`src/rtl/rv_multicycle_ctrl.sv`:
```
// rv_multicycle_ctrl: multicycle control FSM for an RV32 subset (R-type, addi, lb, sb, beq).
// Outputs are decoded from the state and forced to 0 asynchronously while rst_n is low.
module rv_multicycle_ctrl (
    input  logic       clk,
    input  logic       rst_n,
    input  logic [6:0] op,
    input  logic [2:0] funct3,
    input  logic [6:0] funct7,
    input  logic       zero,
    input  logic       mem_ready,
    output logic       mem_req,
    output logic       mem_write,
    output logic       adr_src,
    output logic       ir_write,
    output logic       pc_write,
    output logic       reg_write,
    output logic [1:0] ula_src_a,
    output logic [1:0] ula_src_b,
    output logic [2:0] ula_control,
    output logic [1:0] imm_src,
    output logic [1:0] result_src,
    output logic       instr_done,
    output logic       halted
);
    typedef enum logic [3:0] {
        FETCH, DECODE, EXECR, EXECI, ALUWB, MEMADR, MEMREAD, MEMWB, MEMWRITE, BEQ, HALT
    } state_t;
    state_t     state_q, state_d;
    logic       halted_q, r_ok;
    logic [2:0] r_ctl;
    always_comb begin
        r_ok  = 1'b1;
        r_ctl = 3'b000;
        case ({funct3, funct7})
            {3'b000, 7'b0000000}: r_ctl = 3'b000;
            {3'b000, 7'b0100000}: r_ctl = 3'b001;
            {3'b111, 7'b0000000}: r_ctl = 3'b010;
            {3'b110, 7'b0000000}: r_ctl = 3'b011;
            {3'b100, 7'b0000000}: r_ctl = 3'b100;
            {3'b010, 7'b0000000}: r_ctl = 3'b101;
            default:              r_ok  = 1'b0;
        endcase
    end
    always_comb begin
        state_d     = state_q;
        mem_req     = 1'b0;
        mem_write   = 1'b0;
        adr_src     = 1'b0;
        ir_write    = 1'b0;
        pc_write    = 1'b0;
        reg_write   = 1'b0;
        ula_src_a   = 2'b00;
        ula_src_b   = 2'b00;
        ula_control = 3'b000;
        imm_src     = 2'b00;
        result_src  = 2'b00;
        instr_done  = 1'b0;
        if (rst_n) begin
            case (state_q)
                FETCH: begin
                    mem_req    = 1'b1;
                    ula_src_b  = 2'b10;
                    result_src = 2'b10;
                    ir_write   = mem_ready;
                    pc_write   = mem_ready;
                    state_d    = mem_ready ? DECODE : FETCH;
                end
                DECODE: begin
                    ula_src_a = 2'b01;
                    ula_src_b = 2'b01;
                    imm_src   = 2'b10;
                    state_d   = (op == 7'b0110011 && r_ok) ? EXECR :
                                (op == 7'b0010011 && funct3 == 3'b000) ? EXECI :
                                ((op == 7'b0000011 || op == 7'b0100011) && funct3 == 3'b000) ? MEMADR :
                                (op == 7'b1100011 && funct3 == 3'b000) ? BEQ : HALT;
                end
                EXECR: begin
                    ula_src_a   = 2'b10;
                    ula_control = r_ctl;
                    state_d     = ALUWB;
                end
                EXECI: begin
                    ula_src_a = 2'b10;
                    ula_src_b = 2'b01;
                    state_d   = ALUWB;
                end
                ALUWB: begin
                    reg_write  = 1'b1;
                    instr_done = 1'b1;
                    state_d    = FETCH;
                end
                MEMADR: begin
                    ula_src_a = 2'b10;
                    ula_src_b = 2'b01;
                    imm_src   = (op == 7'b0100011) ? 2'b01 : 2'b00;
                    state_d   = (op == 7'b0000011) ? MEMREAD : MEMWRITE;
                end
                MEMREAD: begin
                    mem_req = 1'b1;
                    adr_src = 1'b1;
                    state_d = mem_ready ? MEMWB : MEMREAD;
                end
                MEMWB: begin
                    result_src = 2'b01;
                    reg_write  = 1'b1;
                    instr_done = 1'b1;
                    state_d    = FETCH;
                end
                MEMWRITE: begin
                    mem_req    = 1'b1;
                    mem_write  = 1'b1;
                    adr_src    = 1'b1;
                    instr_done = mem_ready;
                    state_d    = mem_ready ? FETCH : MEMWRITE;
                end
                BEQ: begin
                    ula_src_a   = 2'b10;
                    ula_control = 3'b001;
                    pc_write    = zero;
                    instr_done  = 1'b1;
                    state_d     = FETCH;
                end
                default: state_d = HALT;
            endcase
        end
    end
    always_ff @(posedge clk or negedge rst_n) begin
        if (!rst_n) begin
            state_q  <= FETCH;
            halted_q <= 1'b0;
        end else begin
            state_q  <= state_d;
            halted_q <= halted_q | (state_d == HALT);
        end
    end
    assign halted = halted_q;
endmodule

```
`config.mk`:
```
export PLATFORM = sky130hd
export DESIGN_NAME = rv_multicycle_ctrl
export DESIGN_NICKNAME = d
export VERILOG_FILES = /design/src/rtl/rv_multicycle_ctrl.sv
export SDC_FILE = /design/constraint.sdc
export NUM_CORES = 1
export LEC_CHECK = 0
export CAP_MARGIN = 20
export CELL_PAD_IN_SITES_DETAIL_PLACEMENT = 1
export CELL_PAD_IN_SITES_GLOBAL_PLACEMENT = 2
export CORE_UTILIZATION = 20
export CTS_CLUSTER_DIAMETER = 100
export DETAILED_ROUTE_END_ITERATION = 7
export PLACE_DENSITY_LB_ADDON = 0.1
export SYNTH_ARGS = -nofsm -noshare
export SYNTH_HDL_FRONTEND = slang
export SYNTH_SLANG_ARGS = --single-unit
```
`constraint.sdc`:
```
create_clock -name clk -period 1.9 [get_ports clk]
set_clock_uncertainty 0.2 [all_clocks]
set_input_delay 0.285 -clock clk [delete_from_list [all_inputs] [get_ports clk]]
set_output_delay 0.285 -clock clk [all_outputs]
set_load 0.01 [all_outputs]
```
==> impl_metrics.ini, run 1 <==
[global_routing]
grt_pass1_vias = 1216
grt_pass1_wl_um = 5710
grt_overflow = 0
grt_use_total_pct = 18.1
grt_max_degree = 7
antenna_found_initial = 0

[timing]
layout_setup_ws_ps = -235
period_share_pct = 112
setup_viol = 14
slew_headroom_pct = 81.6
drv_slew = 0
fin_setup_tns_ps = -1130
finalCriticalPeriod_ps = 2140
fmax_ghz = 0.468
worstMarginPinSlew_ps = 275
rsz0062_at_grt = true
hold_violations = 0

[routing]
vias_per_cell = 4.68
dr.first_iter.drc_count = 42
vias = 1096
postRouteWirelength_um = 3580
route.detailed.drc = 0
final_antenna_net_count = 0
drt_pass1_iterations = 4
wl_per_cell_um = 15.3

[die]
die_h_um = 63.8
start_util_pct = 20.8
row_count = 22
die-width_um = 63.8
core_sq_um = 3660
dieArea_sq_um = 4070
pin_count = 40

[worst_setup_path]
cp-end-kind = primary output
arrival_ps = 1650
cp-start-kind = primary input
worstSetupPathType = in -> out
worstPathRequired_ps = 1410
critPathLaunch = funct7[6]
r2r-start = state_q[3]
crit_fanout = 2
rrSetupSlack_ps = -90

[run]
drv_cap = 0

[clock_tree]
clockBufferDepth = 2
cts_tree = yes
cts_buffers = 3
path_clk_slew_ps = 40
clk_latency_ps = 220
cts_max_level = 1
cts_sinks = 5
ctsHoldBuffers = 0
root_buffer = clkbuf_8

[layout]
syn2layout_area_growth_pct = 139
layout-drive-gt1-share_pct = 67.7
diodes = 0
layout.nets = 208

[logic_synthesis]
synth_compound_area_share_pct = 23.6
synthArstFlopShare_pct = 100
synth-xor-area-share_pct = 2.30
synthTopCellsByCount = 11 x nor2_1, 6 x a21oi_1, 6 x inv_1, 6 x nand2_1, 5 x dfrtp_1
synthSimpleGateAreaFrac_pct = 40.8
synth-edff-count = 0
syn-num-nets = 119
synth_area_leaders = dfrtp_1 16%, nor2_1 5.4%, a21oi_1 3.9%
synth_top_family_by_area = simple AND/OR/NAND/NOR gates
syn_inst = 98
synth.most_common_cell = nor2_1
ys_seq_area_share_pct = 16.4
yosysTopAreaCell = dfrtp_1
syn_area_sq_um = 763
synthAdderAreaFrac_pct = 0
avgSynthCellArea_sq_um = 7.79
synth_ff_type = dfrtp_1
muxShareOfSynthArea_pct = 4.10
synth_top_area_share_pct = 16.4
yosysUniqueCellTypes = 45
yosys_warnings = 0
ys_seq_elements = 5

[run_status]
outcome = finished, violations left
violations = setup timing

[placed_design]
portBuffers = 39
place_ws_ps = -960
hpwl_um = 2540
place_congestion = 0.768

[pwr]
ir_drop_mv = 0.520
power.density_nw_per_um2 = 1110
leakage_nw = 0.852

[worst_hold_path]
hold_class = in -> async
-- layout make-up --
| type | count | area, sq um |
|---|---|---|
| repair buffers | 92 | 783 |
| clock buffers | 4 | 45.0 |
| fillers | 432 | 1840 |
| multi-input cells | 78 | 782 |
| well taps | 48 | 60.1 |
| flip-flops and latches | 5 | 129 |
| inverters | 7 | 26.3 |
-- layer usage --
layer	share of wire, %	vias up	routed length (um)	global-route usage, %
met4	0.81	0	29	4.55
met3	3.6	4	129	2.32
met5	0	-	0	0
met1	38	538	1370	19.5
met2	57	28	2050	36.0
li1	-	526	-	-
-- stage by stage --
step	cells	hold slack [ps]	power [mW]	utilization, %	cell area [sq um]
4_1_cts	231	93.8	1.82	46.2	1690
3_3_place_gp	218	264	1.32	40.2	1470
3_5_place_dp	218	257	1.33	40.2	1470
2_1_floorplan	98	-211	0.742	-	786
6_report	234	99.6	2.03	49.9	1830
5_1_grt	234	114	2.16	49.9	1830
-- cell families after synthesis --
| family | count (synthesis) |
|---|---|
| and+or+nand+nor | 50 |
| AOI/OAI and AO/OA | 23 |
| buffers and inverters | 15 |
| DFF | 5 |
| muxes | 3 |
| xor gates and xnor gates | 2 |
-- registers in the layout (all words and copies together), names as in the netlist --
name,flops
state_q,4
halted,1
-- worst max-delay path, cell delays in order --
cell	delay [ps]
buf_6	90
or4_4	530
nor3_4	130
nand4b_1	200
nor4_2	240
buf_2	170
-- layout by cell type (no fill, tap or decap), types with 2 or more instances in the layout --
cell / count
buf_4: 33
buf_6: 24
buf_2: 16
clkdlybuf4s50_1: 9
nor2_1: 8
dlygate4sd2_1: 8
inv_1: 4
nor3_4: 4
nand2b_4: 3
nor2_4: 3
inv_2: 3
a21oi_1: 3
nand2_2: 3
a21oi_2: 3
clkbuf_8: 3
dfrtp_2: 3
and2b_2: 2
xnor2_1: 2
nand4_1: 2
or4_4: 2
mux2i_1: 2
nor2b_4: 2
o21a_1: 2
nand2_1: 2
nand3_1: 2
nor4_2: 2
and3_1: 2
dfrtp_1: 2
-- report_power, final --
part	internal, mW	total [mW]	switching (mW)
combinational	0.876	1.62	0.740
sequential	0.148	0.209	0.0613
clock	0.145	0.202	0.0579
total	1.17	2.03	0.859
-- repair_timing --
action	4_1_cts	5_1_grt
endpoints found under the setup margin	23	19
buffers inserted	9	4
resized for setup	144	27
pin swaps	19	11
-- path summary, 6_finish.rpt --
check / cells after the start / end
setup / recovery: 6 / ula_control[2]
hold / removal: 2 / halted
setup reg to reg: 7 / halted
hold reg to reg: 2 / halted
max in group asynchronous: 2 / state_q[1]
min in group clk: 2 / halted
Power figures use the tool's default switching activity.
==> run 2: changes to the inputs <==
--- a/config.mk
+++ b/config.mk
@@ -11,7 +11,8 @@
 export CORE_UTILIZATION = 20
 export CTS_CLUSTER_DIAMETER = 100
 export DETAILED_ROUTE_END_ITERATION = 7
-export PLACE_DENSITY_LB_ADDON = 0.1
+export PLACE_DENSITY_LB_ADDON = 0.3
+export SKIP_LAST_GASP = 1
 export SYNTH_ARGS = -nofsm -noshare
 export SYNTH_HDL_FRONTEND = slang
 export SYNTH_SLANG_ARGS = --single-unit
==> run 2 against run 1 <==
  * Sequential share of layout area up 0.27 points
  * Hold slack worse by 36 ps
  * Global-route usage down 1.4 points
  * Register-to-register slack better by 60 ps
  * Critical endpoint unchanged
  * The flow still finishes with violations (setup timing)
  * Flip-flop and latch count unchanged
  * Highest routed layer is now met3
  * Clock power about the same
  * Total power down 7.4%
  * Sequential power down 3%
==> impl_metrics.ini, run 2 (synthesized netlist as in run 1, its figures left out) <==
[timing]
rsz0062_at_grt = true
setup_viol = 15
worstMarginPinSlew_ps = 269
period_share_pct = 118
finalCriticalPeriod_ps = 2240
fmax_ghz = 0.446
drv_slew = 0
hold_violations = 0
slew_headroom_pct = 82.1
layout_setup_ws_ps = -343

[run]
drv_cap = 0

[pwr]
ir_drop_mv = 0.278
power.density_nw_per_um2 = 1090
leakage_nw = 0.819
finalPower_mw = 1.88

[routing]
final_antenna_net_count = 0
postRouteWirelength_um = 3410
drt_pass1_iterations = 3
vias_per_cell = 4.51
route.detailed.drc = 0
dr.first_iter.drc_count = 18
wl_per_cell_um = 14.6
vias = 1050

[layout]
top_register = state_q
layout_commonest_cell = buf_4
final_cell_mix = 41 x buf_4, 18 x buf_6, 14 x buf_2
diodes = 0
layout.nets = 207
final_util_pct = 47.1
final_area_sq_um = 1720
layout-drive-gt1-share_pct = 64.3
stdcell_count = 233
largest_register_ffs = 4
syn2layout_area_growth_pct = 126

[worst_hold_path]
hold_class = in -> async

[placed_design]
hpwl_um = 2480
place_ws_ps = -976
place_area_sq_um = 1450
placed_cells = 215
portBuffers = 39
place_congestion = 0.800

[worst_setup_path]
path_cells = buf_6 > or4_4 > nor3_4 > nand4b_1 > buf_4 > nor4_2 > buf_2
slowest_stage = or4_4
worstSetupPathType = in -> out
rrSetupSlack_ps = -30
path_delay_family = simple AND/OR/NAND/NOR gates
cp-start-kind = primary input
worst-path-buf-inv = 3
r2r-start = state_q[1]
worstPathRequired_ps = 1410
crit_fanout = 2
max_stage_delay_ps = 530
r2r_end = halted
reg2regPathDepth = 8
cp-end-kind = primary output
arrival_ps = 1760
critPathLaunch = funct7[4]

[die]
die-width_um = 63.8
core_sq_um = 3660
pin_count = 40
start_util_pct = 20.8
dieArea_sq_um = 4070
die_h_um = 63.8
row_count = 22

[global_routing]
grt_max_degree = 10
grt_pass1_vias = 1118
grt_pass1_wl_um = 5320
antenna_found_initial = 0
grt_use_total_pct = 16.6
grt_overflow = 0

[run_status]
outcome = finished, violations left
violations = setup timing

[clock_tree]
cts_buffers = 3
root_buffer = clkbuf_8
clockBufferDepth = 2
cts_max_level = 1
clk_latency_ps = 220
ctsHoldBuffers = 0
path_clk_slew_ps = 40
cts_tree = yes
cts_sinks = 5
run 2: what timing repair did:
item                       in CTS  in global routing
cloned                          0                  0
hold endpoints to repair        0                  0
buffers inserted                9                  5
setup endpoints to repair      23                 21
gates resized for setup       106                 45
pin swaps                      16                 19
run 2: worst register-to-register path, stage by stage (launching register included):
cell,delay (ps)
dfrtp_1,410
buf_6,130
and2b_2,220
buf_6,120
buf_6,120
nand2_4,70
buf_4,130
o311ai_4,110
o41ai_2,330
run 2: area by class of cell:
type | count | area, sq um
multi-input combinational | 78 | 711
sequential | 5 | 126
timing repair buffer | 91 | 753
inverter | 7 | 28.8
clock buffer | 4 | 45.0
fill | 444 | 1940
tap | 48 | 60.1
run 2: worst max path at each step:
stage                          end  slack [ps]  cells past startpoint
floorplan           ula_control[2]         -10                      4
global placement    ula_control[2]        -890                      6
detailed placement  ula_control[2]        -980                      6
CTS                 ula_control[2]        -390                      7
global route        ula_control[2]        -400                      7
finish              ula_control[2]        -340                      7
run 2: through the flow:
| step | hold slack (ps) | setup TNS, ps |
|---|---|---|
| after CTS | 58.7 | -2420 |
| after global placement | 256 | -11300 |
| after floorplan | -211 | -20.2 |
| after detailed placement | 266 | -11760 |
| final | 63.9 | -1420 |
| after global routing | 114 | -2550 |
run 2: where the power goes:
part           internal [mW]  total [mW]  switching, mW
clock                  0.144       0.200         0.0554
sequential             0.144       0.203         0.0591
combinational          0.812        1.47          0.662
total                   1.10        1.88          0.776
run 2: metal layers:
layer,wire (um),GRT usage [%]
met5,0,0
met4,0,1.70
met3,96,1.96
met2,1960,34.0
met1,1350,18.3
==> run 3: changes to the inputs <==
--- a/config.mk
+++ b/config.mk
@@ -11,6 +11,7 @@
 export CORE_UTILIZATION = 20
 export CTS_CLUSTER_DIAMETER = 100
 export DETAILED_ROUTE_END_ITERATION = 7
+export HOLD_SLACK_MARGIN = 0.05
 export PLACE_DENSITY_LB_ADDON = 0.3
 export SKIP_LAST_GASP = 1
 export SYNTH_ARGS = -nofsm -noshare
==> results of run 3 <==
No change in the layout: final DEF, timing and power equal those of run 2.
